==> src/rtl/multi_channel_clock_divider_pkg.sv <==
// Shared constants and helpers for the multi-channel clock divider.
package clkdiv_pkg;

  localparam int DEFAULT_DIV = 10;
  localparam int MIN_DIV     = 2;

  // A single channel still needs a one-bit channel select.
  function automatic int ch_width(input int num_ch);
    return (num_ch > 1) ? $clog2(num_ch) : 1;
  endfunction

endpackage

==> src/rtl/multi_channel_clock_divider_if.sv <==
// Shared load bus: one {channel, divisor, high time} transfer per cycle.
interface multi_channel_clock_divider_if #(
  parameter int NUM_CH = 2,
  parameter int CNT_W  = 16
);
  localparam int CH_W = clkdiv_pkg::ch_width(NUM_CH);

  logic             LoadValid;
  logic             LoadReady;
  logic [CH_W-1:0]  LoadCh;
  logic [CNT_W-1:0] LoadDiv;
  logic [CNT_W-1:0] LoadHigh;

  modport master (output LoadValid, LoadCh, LoadDiv, LoadHigh, input LoadReady);
  modport slave  (input LoadValid, LoadCh, LoadDiv, LoadHigh, output LoadReady);

endinterface

==> src/rtl/multi_channel_clock_divider_channel.sv <==
// One divider channel: counter, active/shadow {div, high}, pending flag and
// registered ClkOut/Tick. Shadow values move to active only at a period end.
module clock_divider_channel #(
  parameter int CNT_W       = 16,
  parameter int DEFAULT_DIV = clkdiv_pkg::DEFAULT_DIV
) (
  input  logic             clk,
  input  logic             rst_n,
  input  logic             en,
  input  logic             load,
  input  logic [CNT_W-1:0] load_div,
  input  logic [CNT_W-1:0] load_high,
  output logic             pending,
  output logic             clk_out,
  output logic             tick
);
  import clkdiv_pkg::*;

  typedef struct packed {
    logic [CNT_W-1:0] div;
    logic [CNT_W-1:0] high;
  } cfg_t;

  localparam cfg_t RST_CFG = '{div: CNT_W'(DEFAULT_DIV), high: CNT_W'(DEFAULT_DIV / 2)};

  cfg_t             act;
  cfg_t             shadow;
  logic [CNT_W-1:0] cnt;
  logic             last;
  logic             apply;

  assign last  = (cnt == act.div - 1'b1);
  // A disabled channel has no period to protect, so it takes the update at once.
  assign apply = pending && (!en || last);

  always_ff @(posedge clk) begin
    if (!rst_n) begin
      cnt     <= '0;
      act     <= RST_CFG;
      shadow  <= RST_CFG;
      pending <= 1'b0;
      clk_out <= 1'b0;
      tick    <= 1'b0;
    end else begin
      // load only arrives while !pending and apply needs pending: never both.
      if (load) begin
        shadow.div  <= (load_div < CNT_W'(MIN_DIV)) ? CNT_W'(MIN_DIV) : load_div;
        shadow.high <= load_high;
        pending     <= 1'b1;
      end else if (apply) begin
        pending <= 1'b0;
      end

      if (apply) act <= shadow;

      if (en) begin
        clk_out <= (cnt < act.high);
        tick    <= last;
        cnt     <= last ? '0 : cnt + 1'b1;
      end else begin
        cnt     <= '0;
        clk_out <= 1'b0;
        tick    <= 1'b0;
      end
    end
  end

endmodule

==> src/rtl/multi_channel_clock_divider.sv <==
// NUM_CH independent runtime-programmable clock dividers sharing one load bus.
module multi_channel_clock_divider #(
  parameter int NUM_CH      = 2,
  parameter int CNT_W       = 16,
  parameter int DEFAULT_DIV = clkdiv_pkg::DEFAULT_DIV
) (
  input  logic                      ClockIn,
  input  logic                      Resetn,
  input  logic [NUM_CH-1:0]         Enable,
  multi_channel_clock_divider_if.slave load,
  output logic [NUM_CH-1:0]         ClkOut,
  output logic [NUM_CH-1:0]         Tick
);
  import clkdiv_pkg::*;

  localparam int CH_W    = ch_width(NUM_CH);
  localparam int CH_SPAN = 1 << CH_W;

  logic [NUM_CH-1:0]  pending;
  logic [NUM_CH-1:0]  ch_load;
  logic [CH_SPAN-1:0] pending_span;
  logic               accept;

  // Unused channel codes read as never-pending, so out-of-range loads are
  // accepted and simply decode to no channel.
  always_comb begin
    pending_span               = '0;
    pending_span[NUM_CH-1:0]   = pending;
  end

  assign load.LoadReady = !pending_span[load.LoadCh];
  assign accept         = load.LoadValid && load.LoadReady;

  for (genvar i = 0; i < NUM_CH; i++) begin : g_ch
    assign ch_load[i] = accept && (load.LoadCh == CH_W'(i));

    clock_divider_channel #(
      .CNT_W       (CNT_W),
      .DEFAULT_DIV (DEFAULT_DIV)
    ) u_ch (
      .clk       (ClockIn),
      .rst_n     (Resetn),
      .en        (Enable[i]),
      .load      (ch_load[i]),
      .load_div  (load.LoadDiv),
      .load_high (load.LoadHigh),
      .pending   (pending[i]),
      .clk_out   (ClkOut[i]),
      .tick      (Tick[i])
    );
  end

endmodule

==> src/flat_wrapper.sv <==
// flat-port wrapper written by rule: the top's interface ports become plain ports
module multi_channel_clock_divider_flat import clkdiv_pkg::*;
#(
  parameter int NUM_CH      = 2,
  parameter int CNT_W       = 16,
  parameter int DEFAULT_DIV = clkdiv_pkg::DEFAULT_DIV
)
  (ClockIn, Resetn, Enable, ClkOut, Tick, load_LoadValid, load_LoadCh, load_LoadDiv, load_LoadHigh, load_LoadReady);
  multi_channel_clock_divider_if #(.NUM_CH(NUM_CH), .CNT_W(CNT_W)) load_i ();
  input  logic ClockIn;
  input  logic Resetn;
  input  logic [NUM_CH-1:0] Enable;
  output logic [NUM_CH-1:0] ClkOut;
  output logic [NUM_CH-1:0] Tick;
  input wire logic [$bits(load_i.LoadValid)-1:0] load_LoadValid;
  input wire logic [$bits(load_i.LoadCh)-1:0] load_LoadCh;
  input wire logic [$bits(load_i.LoadDiv)-1:0] load_LoadDiv;
  input wire logic [$bits(load_i.LoadHigh)-1:0] load_LoadHigh;
  output wire logic [$bits(load_i.LoadReady)-1:0] load_LoadReady;
  assign load_i.LoadValid = load_LoadValid;
  assign load_i.LoadCh = load_LoadCh;
  assign load_i.LoadDiv = load_LoadDiv;
  assign load_i.LoadHigh = load_LoadHigh;
  assign load_LoadReady = load_i.LoadReady;
  multi_channel_clock_divider #(.NUM_CH(NUM_CH), .CNT_W(CNT_W), .DEFAULT_DIV(DEFAULT_DIV)) u_core (.ClockIn(ClockIn), .Resetn(Resetn), .Enable(Enable), .load(load_i), .ClkOut(ClkOut), .Tick(Tick));
endmodule
==> config.mk <==
export PLATFORM = sky130hd
export DESIGN_NAME = multi_channel_clock_divider_flat
export DESIGN_NICKNAME = d
export VERILOG_FILES = /design/src/rtl/multi_channel_clock_divider_pkg.sv /design/src/rtl/multi_channel_clock_divider_if.sv /design/src/rtl/multi_channel_clock_divider_channel.sv /design/src/rtl/multi_channel_clock_divider.sv /design/src/flat_wrapper.sv
export SDC_FILE = /design/constraint.sdc
export NUM_CORES = 1
export LEC_CHECK = 0
export ABC_AREA = 1
export CAP_MARGIN = 0
export CORE_AREA = 2 2 151 153
export DETAILED_ROUTE_END_ITERATION = 8
export DIE_AREA = 0 0 153 155
export MAX_ROUTING_LAYER = met4
export PLACE_DENSITY = 0.56
export RECOVER_POWER = 25
export SETUP_SLACK_MARGIN = 0.5
export SYNTH_ARGS = -nofsm -noshare
export SYNTH_HDL_FRONTEND = slang
export SYNTH_SLANG_ARGS = --single-unit
export TNS_END_PERCENT = 10
==> constraint.sdc <==
create_clock -name ClockIn -period 2.5 [get_ports ClockIn]
set_clock_uncertainty 0.05 [all_clocks]
set_input_delay 0.5 -clock ClockIn [delete_from_list [all_inputs] [get_ports ClockIn]]
set_output_delay 0.5 -clock ClockIn [all_outputs]
set_load 0.05 [all_outputs]
Word level (Yosys, flattened, before mapping)
Index checks and enable logic that the tools add are counted.

word-level totals
  register bits = 166

cells by class
  $lt $le $gt $ge = 4
  bitwise operators = 4
  muxes and demuxes = 7
  reductions and logical operators = 16
  equality and inequality tests = 2
  $add $sub $neg = 4

operators by type and width
  cell                   number
  $add 16x1->16 const B  2
  $eq 16x16->1           2
  $lt 16x16->1           2
  $sub 16x1->16 const B  2
  $lt 16x2->1 const B    1
  $mux 16                1
  $mux 1                 6
  $reduce_or 3->1        2
  $logic_and 1x1->1      5
  $not 1->1              4
  $reduce_and 2->1       2
  $reduce_bool 2->1      2
  $logic_not 1->1        3
  $logic_or 1x1->1       2
  $lt 1x2->1 const B     1

Depth between registers and ports, before layout
Gate-level depths: netlist (run 1).

  word-level depth = 6
  gate-level depth with buffers = 17
  gate-level depth less buffers = 16

Hierarchy
Synthesis (run 1) repeated with hierarchy kept, for this count alone.

unflattened totals
  cells, all modules = 1,249
  area total of the unflattened synthesis = 8,782.2 um^2

modules (own cells, without submodules)
  module                       area each (um^2)  times used  seq. area each (um^2)  cells each
  clock_divider_channel        4,371.7           2           1,661.6                620
  multi_channel_clock_divider  38.8              1           0.0                    9

Worst setup path before layout (run 1)
OpenSTA, ideal clock, no wires.

  path kind = flip-flop to output port
  start = reg u_core.g_ch[0].u_ch.pending
  end = out load_LoadReady
  cell stages (with the launch flop) = 4
  required time = 1,950 ps
  data arrival time = 1,785 ps
  path slack = 165 ps
  path buffers = 2
  path through = dfxtp_1 -> clkbuf_1 -> buf_1 -> o21ai_0

between the ends
  word-level cells in the longest chain between the ends = 3

ends and longest elaborated chain
  item                                        RTL line                                   source
  start, declared                             multi_channel_clock_divider_channel.sv:13  output logic pending,
  start signal, assigned                      multi_channel_clock_divider_channel.sv:41  pending <= 1'b0;
  start signal, assigned                      multi_channel_clock_divider_channel.sv:49  pending <= 1'b1;
  start signal, assigned                      multi_channel_clock_divider_channel.sv:51  pending <= 1'b0;
  $mux 1 (not written as such) (2 in series)  multi_channel_clock_divider.sv:31          assign load.LoadReady = !pending_span[load.LoadCh];
  $logic_not 1->1                             multi_channel_clock_divider.sv:31
  end, declared                               flat_wrapper.sv:19                         output wire logic [$bits(load_i.LoadReady)-1:0] load_LoadReady;

No other way between the ends. The select of a mux whose other input is x is not followed.

Worst setup path in the final report (run 1)
  start = reg u_core.g_ch[1].u_ch.act[17] (netlist bit)
  end = reg u_core.g_ch[1].u_ch.act[23] (netlist bit)

between the ends
  word-level cells in the longest chain between the ends = 4

ends and longest elaborated chain
  item                    RTL line                                   source
  start, declared         multi_channel_clock_divider_channel.sv:26  cfg_t act;
  start signal, assigned  multi_channel_clock_divider_channel.sv:54  if (apply) act <= shadow;
  $sub 16x1->16           multi_channel_clock_divider_channel.sv:32  assign last = (cnt == act.div - 1'b1);
  $eq 16x16->1            multi_channel_clock_divider_channel.sv:32
  $logic_or 1x1->1        multi_channel_clock_divider_channel.sv:34  assign apply = pending && (!en || last);
  $logic_and 1x1->1       multi_channel_clock_divider_channel.sv:34

No other way between the ends.
A chain may end at the register's enable or synchronous reset.

==> flow_metrics.py, run 1 <==
metrics = {
    "drt": {
        "drt_pass1_iterations": 5,
        "post_route_antenna_net_violation_count": 0,
        "drt_drc_violations_left": 0,
        "detail_route.wirelength_mm": 22.5,
        "post_drt_wl_per_cell_um": 14.2,
        "vias_per_cell": 4.93,
        "detailroute.via_count": 7837,
        "drt_iter0_drc": 443,
    },
    "global_route": {
        "grt_pass1_wl_mm": 36.5,
        "grt_antenna_before_repair": 1,
        "grt_max_degree": 81,
        "grt_pass1_vias": 7153,
        "track_usage_pct": 19.5,
        "grt_overflow_total": 0,
    },
    "setup_path": {
        "cp.arrival_ns": 2.53,
        "worst_path_most_repeated_cell": "inv_2",
        "bufs_and_invs_on_worst_path": 4,
        "length_in_cells_of_the_worst_reg_to_reg_path": 14,
        "timing.critical_path.fanout_max": 10,
        "critPathLaunchType": "register",
        "crit_type": "reg2reg",
        "critical_path.reg2reg.startpoint": "u_core.g_ch[1].u_ch.act[17]$_SDFFE_PN1P_",
        "worst_r2r_endpoint": "u_core.g_ch[1].u_ch.act[23]$_SDFFE_PN0P_",
        "crit_path_end_kind": "register",
        "worst_path_max_delay_cell": "dfxtp_4",
        "reg2reg_slack_ns": 0.29,
        "critical_path.cell_chain": "inv_2 > ha_4 > nand2_8 > nor2_8 > nand3b_1 > nand2_1 > inv_2 > nor2_2 > nand3_2 > o21bai_4 > buf_4 > bufbuf_16 > a21oi_1 > nor2_1",
        "critical_path.max_stage_delay_ns": 0.36,
        "critical-path-top-delay-family": "simple AND/OR/NAND/NOR gates",
        "required_ns": 2.82,
    },
    "power_and_ir_drop": {
        "power.sequential.fraction_pct": 44.7,
        "pwr-share-comb_pct": 13.9,
        "p_clk_share_pct": 41.4,
        "p_int_w": 0.00452,
        "fin_total_pwr_w": 0.00639,
        "netSwitchingFraction_pct": 29.3,
        "ir_drop_uv": 511,
        "cellLeakagePower_nw": 4.52,
        "p_sw_w": 0.00187,
        "power.density_cell_area_nw_per_um2": 597,
    },
    "status": {
        "status": "finished, final reports clean",
    },
    "timing": {
        "worst-slew-pin-transition_ns": 1.08,
        "clock.fmax_mhz": 452,
        "maxSlewViolCount": 0,
        "timing.slew.headroom_pct": 27.9,
        "finalWorstPathRequiredPeriod_ns": 2.21,
        "timing_hold_violations_final": 0,
        "setup_violations": 0,
        "timing.final.ws_setup_ns": 0.287,
        "finalSetupTns_ns": 0,
        "setup_repair_after_global_routing_missed_its_margin": "yes",
        "post-route-period-util_pct": 88.5,
        "min_hold_slack_ns": 0.334,
    },
    "logic_synthesis": {
        "synth.top_cells.by_area": "dfxtp_1, nand2_1, a21oi_1",
        "library_cell_with_the_largest_summed_area_after_synthesis": "dfxtp_1",
        "synth.yosys.warnings": 0,
        "mappedNetlistArea_um2": 8720,
        "synth.distinct_cells": 42,
        "postSynthNetCount": 1310,
        "post_synth.cell_area_avg_um2": 7.04,
        "synth-seq-cells": 166,
        "synthDominantCellAreaShare_pct": 38.1,
        "synth_seq_area_share_pct": 38.1,
        "synthesis.instances": 1238,
    },
    "min_path": {
        "holdCritStartpoint": "Resetn",
        "worst_min_delay_path_category": "in2reg",
        "whs_path_depth": 2,
        "hold_end": "u_core.g_ch[0].u_ch.shadow[19]$_SDFFE_PN1P_",
    },
    "clock_tree": {
        "cts.clk_slew.worst_paths_ns": 0.07,
        "cts_made_buffers": 17,
        "holdBufCountCts": 0,
        "clk_root_buffer_cell": "clkbuf_16",
        "cts_sink_count": 166,
        "insertion_delay_ns": 0.44,
        "clockBufferDepth": 2,
        "htreeDepth": 4,
        "cts_tree": "built",
    },
    "job": {
        "cap_viol_max_count": 0,
    },
    "floorplanning": {
        "rows": 55,
        "initial_core_util_pct": 39.2,
        "die_x_um": 153,
        "design.portCount": 43,
        "fp.dieArea_um2": 23700,
        "floorplan.die.height_um": 155,
        "core_um2": 22200,
    },
    "cells_and_area": {
        "mostFrequentLayoutCells": "nand2_1, inv_1, dfxtp_1",
        "layout.cells.most_common": "nand2_1",
        "post_route_cells_drive_above_1_share_pct": 13.7,
        "layout-area-overhead-vs-synth_pct": 22.6,
        "final_nets": 1362,
    },
    "placement": {
        "count_of_buffers_inserted_at_the_top_level_ports": 42,
        "detailed_place_hpwl_mm": 15.5,
        "placer_congestion_estimate": 0.884,
        "placement.setup.worst_slack_ns": 0.0639,
    },
}
## power groups by stage
stage	logic [W]	clock network [W]	registers (W)
after global routing	0.000997	0.00281	0.00286
after detailed placement	0.000747	0	0.00291
after global placement	0.000745	0	0.00291
final	0.000889	0.00264	0.00285
after floorplan	0.000552	0	0.00288
after CTS	0.000846	0.00268	0.00285
## area by class of cell
class / count / area, µm²
flip-flops and latches: 166 / 3360
fillers: 2244 / 11500
repair buffers: 95 / 1110
multi-input cells: 849 / 4670
well taps: 285 / 357
inverters: 161 / 604
diodes: 1 / 2.50
clock buffers: 18 / 439
clock inverters: 14 / 154
## worst max-delay path by stage
stage | start | to | cells after the start
4_1_cts | u_core.g_ch[1].u_ch.act[17]$_SDFFE_PN1P_ | u_core.g_ch[1].u_ch.act[11]$_SDFFE_PN0P_ | 15
3_5_place_dp | u_core.g_ch[0].u_ch.act[16]$_SDFFE_PN0P_ | u_core.g_ch[0].u_ch.act[11]$_SDFFE_PN0P_ | 16
2_1_floorplan | u_core.g_ch[0].u_ch.act[16]$_SDFFE_PN0P_ | u_core.g_ch[0].u_ch.act[22]$_SDFFE_PN0P_ | 16
5_1_grt | load_LoadCh | u_core.g_ch[1].u_ch.shadow[27]$_SDFFE_PN0P_ | 6
3_3_place_gp | u_core.g_ch[0].u_ch.act[16]$_SDFFE_PN0P_ | u_core.g_ch[0].u_ch.act[11]$_SDFFE_PN0P_ | 16
6_report | u_core.g_ch[1].u_ch.act[17]$_SDFFE_PN1P_ | u_core.g_ch[1].u_ch.act[23]$_SDFFE_PN0P_ | 14
## flip-flops by register name (all words and copies together), names as in the netlist
name,cells
u_core.g_ch.u_ch.shadow,64
u_core.g_ch.u_ch.cnt,32
u_core.g_ch.u_ch.act,64
u_core.g_ch.u_ch.tick,2
u_core.g_ch.u_ch.clk_out,2
u_core.g_ch.u_ch.pending,2
## through the flow
step                utilization, %  instances  area [µm²]
finish                        48.1       1589       10700
global route                  48.1       1589       10700
CTS                           47.2       1580       10500
detailed placement            42.2       1521        9380
global placement              42.2       1521        9380
floorplan                        -       1238        8730
## metal layers
| layer | track usage (%) | up-vias | share of wire [%] | routed length, µm |
|---|---|---|---|---|
| li1 | - | 4092 | - | - |
| met4 | 4.85 | 0 | 0.80 | 180 |
| met2 | 28.5 | 103 | 42 | 9580 |
| met3 | 3.68 | 14 | 3.6 | 813 |
| met5 | - | - | 0 | 0 |
| met1 | 27.8 | 3628 | 53 | 12000 |
## cell families after synthesis
| group | count (synthesis) | synth area share [%] |
|---|---|---|
| AOI/OAI and AO/OA | 217 | 12.9 |
| xor gates and xnor gates | 48 | 4.98 |
| adders and majority gates | 34 | 4.88 |
| buffers and inverters | 223 | 10.9 |
| DFF | 166 | 38.1 |
| and+or+nand+nor | 550 | 28.2 |
## synthesized netlist by cell type, drive strengths merged
master / count
o21bai: 2
xnor2: 24
ha: 34
inv: 160
clkbuf: 27
and3: 1
a21oi: 141
o21ai: 65
xor2: 23
a21boi: 2
or3: 1
nor3b: 4
nor4: 4
dfxtp: 166
nand2: 231
nand4: 6
xnor3: 1
buf: 35
clkinv: 1
a21o: 1
nand3b: 10
or2: 4
and2: 2
o31ai: 2
nor3: 11
nor2: 152
nand3: 124
o211ai: 4
## what timing repair did
item	in CTS	in global routing
gates resized for setup	61	27
gates cloned	4	4
hold endpoints to repair	0	0
pin swaps	21	20
buffers inserted	23	4
endpoints found under the setup margin	103	104
No activity file was read; power rests on OpenSTA's default activity.
==> run 2, diff against run 1 <==
- TNS_END_PERCENT: 10 -> unset
- clock period: 2.5 -> 2.6 ns (I/O delays scaled with it)
==> run 2 against run 1 <==
Net effect: total power fell by 5.2%; sequential power fell by 4%; design area barely moved; via count rose by 0.20%; register-to-register slack improved by 0.05 ns; die area did not move; utilization barely moved; largest cell class unchanged; largest power group unchanged.
==> flow_metrics.py, run 2 (synthesis gave the netlist of run 1 again) <==
metrics = {
    "placement": {
        "place.detailed.instances": 1516,
        "placer_congestion_estimate": 0.886,
        "count_of_buffers_inserted_at_the_top_level_ports": 42,
        "detailed_place_hpwl_mm": 15.5,
        "placement.setup.worst_slack_ns": 0.115,
    },
    "drt": {
        "drt_iter0_drc": 451,
        "vias_per_cell": 4.97,
        "detail_route.wirelength_mm": 22.8,
        "drt_drc_violations_left": 0,
        "post_route_antenna_net_violation_count": 0,
        "detailroute.via_count": 7853,
        "post_drt_wl_per_cell_um": 14.4,
        "drt_pass1_iterations": 5,
    },
    "timing": {
        "timing.slew.headroom_pct": 28.2,
        "post-route-period-util_pct": 87.1,
        "finalSetupTns_ns": 0,
        "maxSlewViolCount": 0,
        "worst-slew-pin-transition_ns": 1.08,
        "min_hold_slack_ns": 0.405,
        "timing.final.ws_setup_ns": 0.336,
        "finalWorstPathRequiredPeriod_ns": 2.26,
        "timing_hold_violations_final": 0,
        "setup_repair_after_global_routing_missed_its_margin": "yes",
        "setup_violations": 0,
        "clock.fmax_mhz": 442,
    },
    "power_and_ir_drop": {
        "ir_drop_uv": 539,
        "p_sw_w": 0.00176,
        "netSwitchingFraction_pct": 29.1,
        "p_int_w": 0.00429,
        "power.sequential.fraction_pct": 45.4,
        "power.density_cell_area_nw_per_um2": 566,
        "p_clk_share_pct": 40.5,
        "cellLeakagePower_nw": 4.49,
        "pwr-share-comb_pct": 14.1,
    },
    "clock_tree": {
        "insertion_delay_ns": 0.44,
        "clockBufferDepth": 2,
        "htreeDepth": 4,
        "cts_tree": "built",
        "cts_sink_count": 166,
        "cts_made_buffers": 17,
        "holdBufCountCts": 0,
        "clk_root_buffer_cell": "clkbuf_16",
        "cts.clk_slew.worst_paths_ns": 0.07,
    },
    "cells_and_area": {
        "post_route_cells_drive_above_1_share_pct": 14.2,
        "largest_regs": "u_core.g_ch.u_ch.act (64), u_core.g_ch.u_ch.shadow (64), u_core.g_ch.u_ch.cnt (32)",
        "final_nets": 1354,
        "stdcell_count": 1581,
        "layout-area-overhead-vs-synth_pct": 22.6,
        "mostFrequentLayoutCells": "nand2_1, inv_1, dfxtp_1",
        "layout.cells.most_common": "nand2_1",
        "num-fill-cells": 2257,
    },
    "floorplanning": {
        "initial_core_util_pct": 39.2,
        "core_um2": 22200,
        "floorplan.die.height_um": 155,
        "rows": 55,
        "die_x_um": 153,
        "fp.dieArea_um2": 23700,
        "design.portCount": 43,
    },
    "setup_path": {
        "crit_path_end_kind": "register",
        "cp.arrival_ns": 2.53,
        "reg2reg_slack_ns": 0.34,
        "required_ns": 2.87,
        "timing.critical_path.fanout_max": 16,
        "critPathLaunchType": "input pin",
        "crit_type": "in2reg",
    },
    "min_path": {
        "worst_min_delay_path_category": "in2reg",
    },
    "global_route": {
        "grt_max_degree": 85,
        "grt_pass1_wl_mm": 36.8,
        "grt_pass1_vias": 7224,
        "track_usage_pct": 19.8,
        "grt_overflow_total": 0,
        "grt_antenna_before_repair": 1,
    },
    "job": {
        "cap_viol_max_count": 0,
    },
    "status": {
        "status": "finished, final reports clean",
    },
}
-- run 2: changes by cell type in the layout (fill, tap and decap cells not counted), moves of 4 or more --
cell	before	now
nand3_2	10	6
a21oi_1	140	133
buf_16	3	7
clkinvlp_4	1	6
nand2_1	217	213
dlygate4sd2_1	0	4
buf_4	29	17
a21oi_2	1	7
nor2_4	11	15
nand2_2	10	14
-- run 2: critical path, stage by stage --
cell	delay, ns
clkdlybuf4s50_1	0.51
nand2_1	0.08
nor2_1	0.50
clkinvlp_4	0.17
clkbuf_1	0.35
o21ai_0	0.33
a21oi_1	0.07
-- run 2: path summary, 6_finish.rpt --
kind / from / end / cells past startpoint
worst min register to register: u_core.g_ch[1].u_ch.shadow[7]$_SDFFE_PN0P_ / u_core.g_ch[1].u_ch.shadow[7]$_SDFFE_PN0P_ / 2
worst max-delay path: load_LoadCh / u_core.g_ch[1].u_ch.shadow[6]$_SDFFE_PN0P_ / 7
worst min-delay path: Resetn / u_core.g_ch[0].u_ch.act[17]$_SDFFE_PN1P_ / 2
worst max register to register: u_core.g_ch[1].u_ch.act[17]$_SDFFE_PN1P_ / u_core.g_ch[1].u_ch.act[18]$_SDFFE_PN0P_ / 14
-- run 2: power by group through the flow --
stage	logic (W)	registers, W	clock network [W]
detailed placement	0.000711	0.00280	0
global placement	0.000706	0.00280	0
global route	0.000959	0.00276	0.00261
CTS	0.000821	0.00274	0.00249
floorplan	0.000529	0.00277	0
finish	0.000853	0.00275	0.00245
-- run 2: metal layers --
metal	GRT usage, %	part of all wire (%)
met1	28.1	52
met2	29.0	42
met3	3.62	4.0
met4	5.34	1.2
met5	-	0
-- run 2: layout make-up --
class / count / area, µm² / share of cell area, %
timing repair buffer: 86 / 1040 / 9.77
clock buffer: 17 / 425 / 3.98
sequential: 166 / 3360 / 31.5
antenna: 1 / 2.50 / 0.0234
clock inverter: 15 / 138 / 1.29
inverter: 161 / 611 / 5.71
timing repair inverter: 1 / 7.51 / 0.0703
tap: 285 / 357 / 3.34
multi-input combinational: 849 / 4740 / 44.3
-- run 2: what timing repair did --
item | CTS | global route
cloned | 8 | 4
buffers inserted | 14 | 6
endpoints found under the setup margin | 101 | 99
pin swaps | 31 | 30
resized for setup | 84 | 42
-- run 2: through the flow --
stage / instance area (µm²) / utilization (%) / total power, W
finish: 10700 / 48.1 / 0.00605
CTS: 10400 / 47.0 / 0.00605
global route: 10700 / 48.1 / 0.00633
global placement: 9310 / 41.9 / 0.00350
floorplan: 8720 / - / 0.00330
detailed placement: 9310 / 41.9 / 0.00351
==> run 3, diff against run 2 <==
--- a/config.mk
+++ b/config.mk
@@ -9,2 +9,4 @@
 export CAP_MARGIN = 0
+export CELL_PAD_IN_SITES_DETAIL_PLACEMENT = 1
+export CELL_PAD_IN_SITES_GLOBAL_PLACEMENT = 1
 export CORE_AREA = 2 2 151 153
@@ -12,4 +14,5 @@
 export DIE_AREA = 0 0 153 155
+export GPL_TIMING_DRIVEN = 0
 export MAX_ROUTING_LAYER = met4
-export PLACE_DENSITY = 0.56
+export PLACE_DENSITY = 0.73
 export RECOVER_POWER = 25
--- a/constraint.sdc
+++ b/constraint.sdc
@@ -4,2 +4,2 @@
 set_output_delay 0.52 -clock ClockIn [all_outputs]
-set_load 0.05 [all_outputs]
+set_load 0.005 [all_outputs]
==> run 3 against run 2 <==
Net effect: utilization increased by 1.6 points; first-iteration DRC count shrank 23%; count of clock-buffer cells in the layout grew 3; clock power grew 7%; total power rose by 3.9%; design area is 3.2% higher; via count up 7.3%; final cell count grew 3.2%; highest routed layer unchanged.
==> flow_metrics.py, run 3 (synthesis gave the netlist of run 1 again) <==
metrics = {
    "min_path": {
        "hold_end": "u_core.g_ch[1].u_ch.shadow[7]$_SDFFE_PN0P_",
        "worst_min_delay_path_category": "reg2reg",
        "whs_path_depth": 2,
        "holdCritStartpoint": "u_core.g_ch[1].u_ch.shadow[7]$_SDFFE_PN0P_",
    },
    "drt": {
        "post_drt_wl_per_cell_um": 17.5,
        "drt_iter0_drc": 348,
        "drt_drc_violations_left": 0,
        "post_route_antenna_net_violation_count": 0,
        "vias_per_cell": 5.17,
        "detailroute.via_count": 8427,
        "detail_route.wirelength_mm": 28.5,
        "drt_pass1_iterations": 5,
    },
    "timing": {
        "timing.slew.headroom_pct": 51.7,
        "clock.fmax_mhz": 420,
        "finalSetupTns_ns": 0,
        "maxSlewViolCount": 0,
        "worst-slew-pin-transition_ns": 0.725,
        "setup_violations": 0,
        "finalWorstPathRequiredPeriod_ns": 2.38,
        "timing_hold_violations_final": 0,
        "post-route-period-util_pct": 91.5,
        "setup_repair_after_global_routing_missed_its_margin": "yes",
    },
    "cells_and_area": {
        "layout-area-overhead-vs-synth_pct": 26.5,
        "mostFrequentLayoutCells": "nand2_1, inv_1, dfxtp_1",
        "multiInputGateArea_um2": 4900,
        "layout.cells.most_common": "nand2_1",
        "n_antenna_cell": 0,
        "num-fill-cells": 2794,
        "layout.area.seq_um2": 3360,
        "post_route_cells_drive_above_1_share_pct": 17.2,
        "finalCoreUtilization_pct": 49.6,
        "final_nets": 1405,
        "largest_regs": "u_core.g_ch.u_ch.act (64), u_core.g_ch.u_ch.shadow (64), u_core.g_ch.u_ch.cnt (32)",
        "stdcell_count": 1631,
    },
    "setup_path": {
        "length_in_cells_of_the_worst_reg_to_reg_path": 17,
        "critPathLaunchType": "input pin",
        "crit_type": "in2reg",
        "required_ns": 2.92,
        "crit_path_end_kind": "register",
        "reg2reg_slack_ns": 0.36,
        "cp.arrival_ns": 2.70,
        "critical_path.reg2reg.startpoint": "u_core.g_ch[0].u_ch.act[16]$_SDFFE_PN0P_",
        "worst_path_max_delay_cell": "dlygate4sd3_1",
        "timing.critical_path.fanout_max": 10,
        "critical_path.cell_chain": "dlygate4sd3_1 > clkbuf_2 > clkbuf_1 > nand2_1 > nor2_1",
        "critical_path.max_stage_delay_ns": 0.88,
        "timing.critical_path.from": "Resetn",
        "worst_r2r_endpoint": "u_core.g_ch[0].u_ch.act[23]$_SDFFE_PN0P_",
    },
    "placement": {
        "placer_congestion_estimate": 0.855,
        "detailed_place_hpwl_mm": 20.8,
        "count_of_buffers_inserted_at_the_top_level_ports": 42,
        "place.detailed.instances": 1565,
    },
    "global_route": {
        "track_usage_pct": 23.7,
        "grt_pass1_wl_mm": 43.2,
        "grt_max_degree": 17,
        "grt_overflow_total": 0,
        "grt_pass1_vias": 8329,
        "grt_antenna_before_repair": 0,
    },
    "clock_tree": {
        "cts_sink_count": 166,
        "cts_tree": "built",
        "cts_made_buffers": 17,
        "clk_root_buffer_cell": "clkbuf_16",
        "clockBufferDepth": 2,
        "cts.clk_slew.worst_paths_ns": 0.07,
        "htreeDepth": 4,
        "insertion_delay_ns": 0.43,
    },
    "power_and_ir_drop": {
        "power.density_cell_area_nw_per_um2": 570,
        "ir_drop_uv": 511,
        "cellLeakagePower_nw": 4.62,
    },
    "floorplanning": {
        "die_x_um": 153,
        "floorplan.die.height_um": 155,
        "rows": 55,
        "fp.dieArea_um2": 23700,
        "design.portCount": 43,
        "initial_core_util_pct": 39.2,
        "core_um2": 22200,
    },
    "status": {
        "status": "finished, final reports clean",
    },
    "job": {
        "cap_viol_max_count": 0,
    },
}
run 3: changes by cell type in the layout (fill, tap and decap cells not counted), moves of 10 or more:
cell | before | now
nand3_2 | 6 | 24
clkbuf_1 | 3 | 23
buf_6 | 5 | 17
buf_1 | 0 | 10
nand3_1 | 115 | 94
nor2_1 | 118 | 106
nor2_2 | 17 | 30
run 3: how the worst max path moves through the flow:
stage	slack, ns	cells after the start	endpoint
final	0.22	5	u_core.g_ch[1].u_ch.clk_out$_SDFF_PN0_
after global routing	0.19	5	u_core.g_ch[1].u_ch.clk_out$_SDFF_PN0_
after CTS	0.42	4	load_LoadReady
after detailed placement	-0.06	5	u_core.g_ch[1].u_ch.clk_out$_SDFF_PN0_
after global placement	-0.10	5	u_core.g_ch[1].u_ch.clk_out$_SDFF_PN0_
after floorplan	0.51	14	u_core.g_ch[1].u_ch.act[22]$_SDFFE_PN0P_
run 3: timing repair:
| item | 4_1_cts | 5_1_grt |
|---|---|---|
| pin swaps | 12 | 25 |
| gates resized for setup | 85 | 97 |
| setup endpoints to repair | 116 | 105 |
| gates cloned | 4 | 5 |
| setup buffers | 14 | 11 |
| hold buffers | 0 | 0 |
run 3: per-layer routing:
metal	vias to the layer above	global-route usage (%)	part of all wire (%)
met4	0	4.32	0.93
met3	23	3.54	3.1
li1	4172	-	-
met5	-	-	0
met1	4113	33.1	51
met2	119	37.0	45
run 3: layout make-up:
type | count | share of cell area [%]
plain buffers | 62 | 3.74
clock buffers | 20 | 4.14
clock inverters | 12 | 1.32
inverters | 161 | 5.52
multi-input cells | 850 | 44.5
flip-flops and latches | 166 | 30.4
well taps | 285 | 3.23
repair buffers | 75 | 7.16
run 3: report_power, final:
group | switching (W) | total (W) | leakage (nW) | internal, W
Combinational | 0.000559 | 0.000924 | 2.97 | 0.000365
Sequential | 0.0000817 | 0.00274 | 1.36 | 0.00266
Clock | 0.00113 | 0.00262 | 0.293 | 0.00148
run 3: worst max-delay path, delay by kind of cell:
family	cells	cell delay, ns
buffers and inverters	3	1.70
and+or+nand+nor	2	0.47
run 3: stage by stage:
step / area (µm²) / hold WS [ns] / worst slack [ns] / total power, W
2_1_floorplan: 8720 / 0.373 / 0.514 / 0.00329
3_3_place_gp: 9500 / 0.394 / -0.104 / 0.00354
3_5_place_dp: 9500 / 0.400 / -0.0618 / 0.00356
4_1_cts: 10500 / 0.410 / 0.417 / 0.00621
5_1_grt: 11000 / 0.427 / 0.195 / 0.00653
6_report: 11000 / 0.407 / 0.222 / 0.00629
==> RTL change (flow settings as in run 3) <==
`NUM_CH` is set to 2 in 3 places; all go to 1.
--- a/src/rtl/multi_channel_clock_divider_if.sv
+++ b/src/rtl/multi_channel_clock_divider_if.sv
@@ -2,3 +2,3 @@
 interface multi_channel_clock_divider_if #(
-  parameter int NUM_CH = 2,
+  parameter int NUM_CH = 1,
   parameter int CNT_W  = 16
--- a/src/rtl/multi_channel_clock_divider.sv
+++ b/src/rtl/multi_channel_clock_divider.sv
@@ -2,3 +2,3 @@
 module multi_channel_clock_divider #(
-  parameter int NUM_CH      = 2,
+  parameter int NUM_CH      = 1,
   parameter int CNT_W       = 16,
--- a/src/flat_wrapper.sv
+++ b/src/flat_wrapper.sv
@@ -3,3 +3,3 @@
 #(
-  parameter int NUM_CH      = 2,
+  parameter int NUM_CH      = 1,
   parameter int CNT_W       = 16,
Ports: changed (resized ClkOut, Enable and Tick); port bits go from 43 to 40. No check against the original RTL was run, so the function may have changed too.
==> RTL change against run 3 <==
Worst setup slack gained 0.25 ns. Sequential cell count down 83. Global-route usage fell by 13 points. Area after synthesis fell by 51%. Cell area down 48%. Highest routed layer unchanged. Combinational power fell by 48%. Routed wire length shrank 55%. Critical path type unchanged. Total power shrank 51%. Sequential share of layout area down 0.94 points. Via count down 51%. Worst hold slack got worse by 0.0028 ns. Clock power fell by 52%.
==> RTL change: results (changes against run 3) <==
[logic_synthesis]
syn_nets = 680  ; -48%
synth_cell_types = 33  ; -21%
yosysWarningCount = 0  ; unchanged
synth_commonest_cells = nand2_1 (115), nor2_1 (94), dfxtp_1 (83)
synthTopCellsByArea = dfxtp_1 (39%), nand2_1 (10%), nor2_1 (8.2%), a21oi_1 (6.8%), nand3_1 (6.7%)
seq_area_frac_synth = 0.385  ; +0.00398

[clock_network]
holdBufCountCts = 0  ; unchanged
path_clk_slew_ns = 0.07  ; about the same
root_buffer = clkbuf_16
htreeDepth = 3  ; -1
clk_latency_ns = 0.35  ; -0.08 ns
cts-resized-gates = 30  ; -65%
cts_made_buffers = 9  ; -8
post_cts_buffers = 1  ; -13

[global_route]
gr-usage-all-layers = 0.109  ; -0.128
met2_usage = 0.197  ; -0.173
grtUsageMet3 = 0.0170  ; -0.0184
grt_pass1_wl_um = 20400  ; -53%
grt_pass1_vias = 4136  ; -50%
grtUsageMet1 = 0.125  ; -0.206

[detailed_routing]
wl_met2_um = 6590  ; -49%
routedWlPerCell_um = 13.0  ; -26%
drt_iter0_drc = 113  ; -68%
met1_length_um = 5570  ; -62%
firstDrtPassIters = 4  ; -1
maxUsedRoutingLayer = met4
dr_wl_met3_um = 306  ; -66%
num_vias = 4130  ; -51%

[worst_setup_path]
arrival_ns = 2.31  ; -0.39 ns
crit_path_max_incr_delay_ns = 0.52  ; -0.36 ns

[flow_run]
maxCapViolCount = 0  ; unchanged

[power_and_ir_drop]
p_leak_nw = 2.30  ; -50%
p_int_w = 0.00221  ; -51%
irDropWorstVdd_mv = 0.274  ; -46%

[finish]
biggestRegsByFlops = u_core.g_ch.u_ch.act: 32 flops, u_core.g_ch.u_ch.shadow: 32 flops, u_core.g_ch.u_ch.cnt: 16 flops
num-nets-final = 742  ; -47%
drive_gt1_frac = 0.130  ; -0.0425
num-fill-cells = 2742  ; -1.9%

[run_status]
outcome = complete, no violations

[place]
gp_congestion = 0.783  ; -8.4%
hpwl_um = 9550  ; -54%
port_buffers = 39  ; -7.1%

[sta]
tightest_slew_ns = 0.558  ; -0.167 ns

==> RTL change: changes by cell type after synthesis, sizes merged, moves of 4 or more <==
| cell | delta |
|---|---|
| nand2 | -111 |
| inv | -84 |
| dfxtp | -83 |
| a21oi | -82 |
| nand3 | -65 |
| nor2 | -52 |
| o21ai | -30 |
| buf | -22 |
| xor2 | -18 |
| ha | -17 |
| clkbuf | -13 |
| xnor2 | -10 |
| nand3b | -4 |
| nor3 | -4 |
==> RTL change: kinds of logic after synthesis <==
family,count (synthesis),share of synthesized area
buffers and inverters,104,0.102
adders and majority gates,17,0.0493
and+or+nand+nor,302,0.305
DFF,83,0.385
xor gates and xnor gates,19,0.0386
AOI/OAI and AO/OA,101,0.121
==> RTL change: cell type report <==
class / count / area, um2 / share of cell area
Multi-Input combinational cell: 440 / 2400 / 0.421
Sequential cell: 83 / 1680 / 0.295
Timing Repair Buffer: 50 / 505 / 0.0888
Tap cell: 285 / 357 / 0.0626
Inverter: 77 / 295 / 0.0518
Clock buffer: 9 / 225 / 0.0395
Buffer: 27 / 174 / 0.0305
Clock inverter: 7 / 61.3 / 0.0108
==> RTL change: final timing paths <==
path,endpoint,startpoint,cells after the start,slack [ns]
worst min-delay path,u_core.g_ch[0].u_ch.shadow[3]$_SDFFE_PN0P_,u_core.g_ch[0].u_ch.shadow[3]$_SDFFE_PN0P_,2,0.40
worst max register to register,u_core.g_ch[0].u_ch.act[16]$_SDFFE_PN0P_,u_core.g_ch[0].u_ch.act[16]$_SDFFE_PN0P_,14,0.53
worst min register to register,u_core.g_ch[0].u_ch.shadow[3]$_SDFFE_PN0P_,u_core.g_ch[0].u_ch.shadow[3]$_SDFFE_PN0P_,2,0.40
worst max-delay path,u_core.g_ch[0].u_ch.shadow[14]$_SDFFE_PN0P_,load_LoadValid,7,0.47
==> RTL change: through the flow <==
| step | std cells | worst slack [ns] | hold WS (ns) | area [um2] | total power, W |
|---|---|---|---|---|---|
| floorplan | 626 | 0.670 | 0.373 | 4310 | 0.00167 |
| global placement | 950 | -0.100 | 0.391 | 5060 | 0.00182 |
| detailed placement | 950 | -0.173 | 0.393 | 5060 | 0.00183 |
| CTS | 969 | 0.468 | 0.409 | 5460 | 0.00311 |
| global route | 978 | 0.235 | 0.424 | 5700 | 0.00326 |
| finish | 978 | 0.471 | 0.404 | 5700 | 0.00311 |
==> RTL change: power by group through the flow <==
stage                     clock, W  combinational (W)  sequential [W]
after global routing       0.00132           0.000542         0.00140
after CTS                  0.00128           0.000452         0.00138
after detailed placement         0           0.000424         0.00141
final                      0.00125           0.000479         0.00139
after global placement           0           0.000414         0.00141
after floorplan                  0           0.000279         0.00139
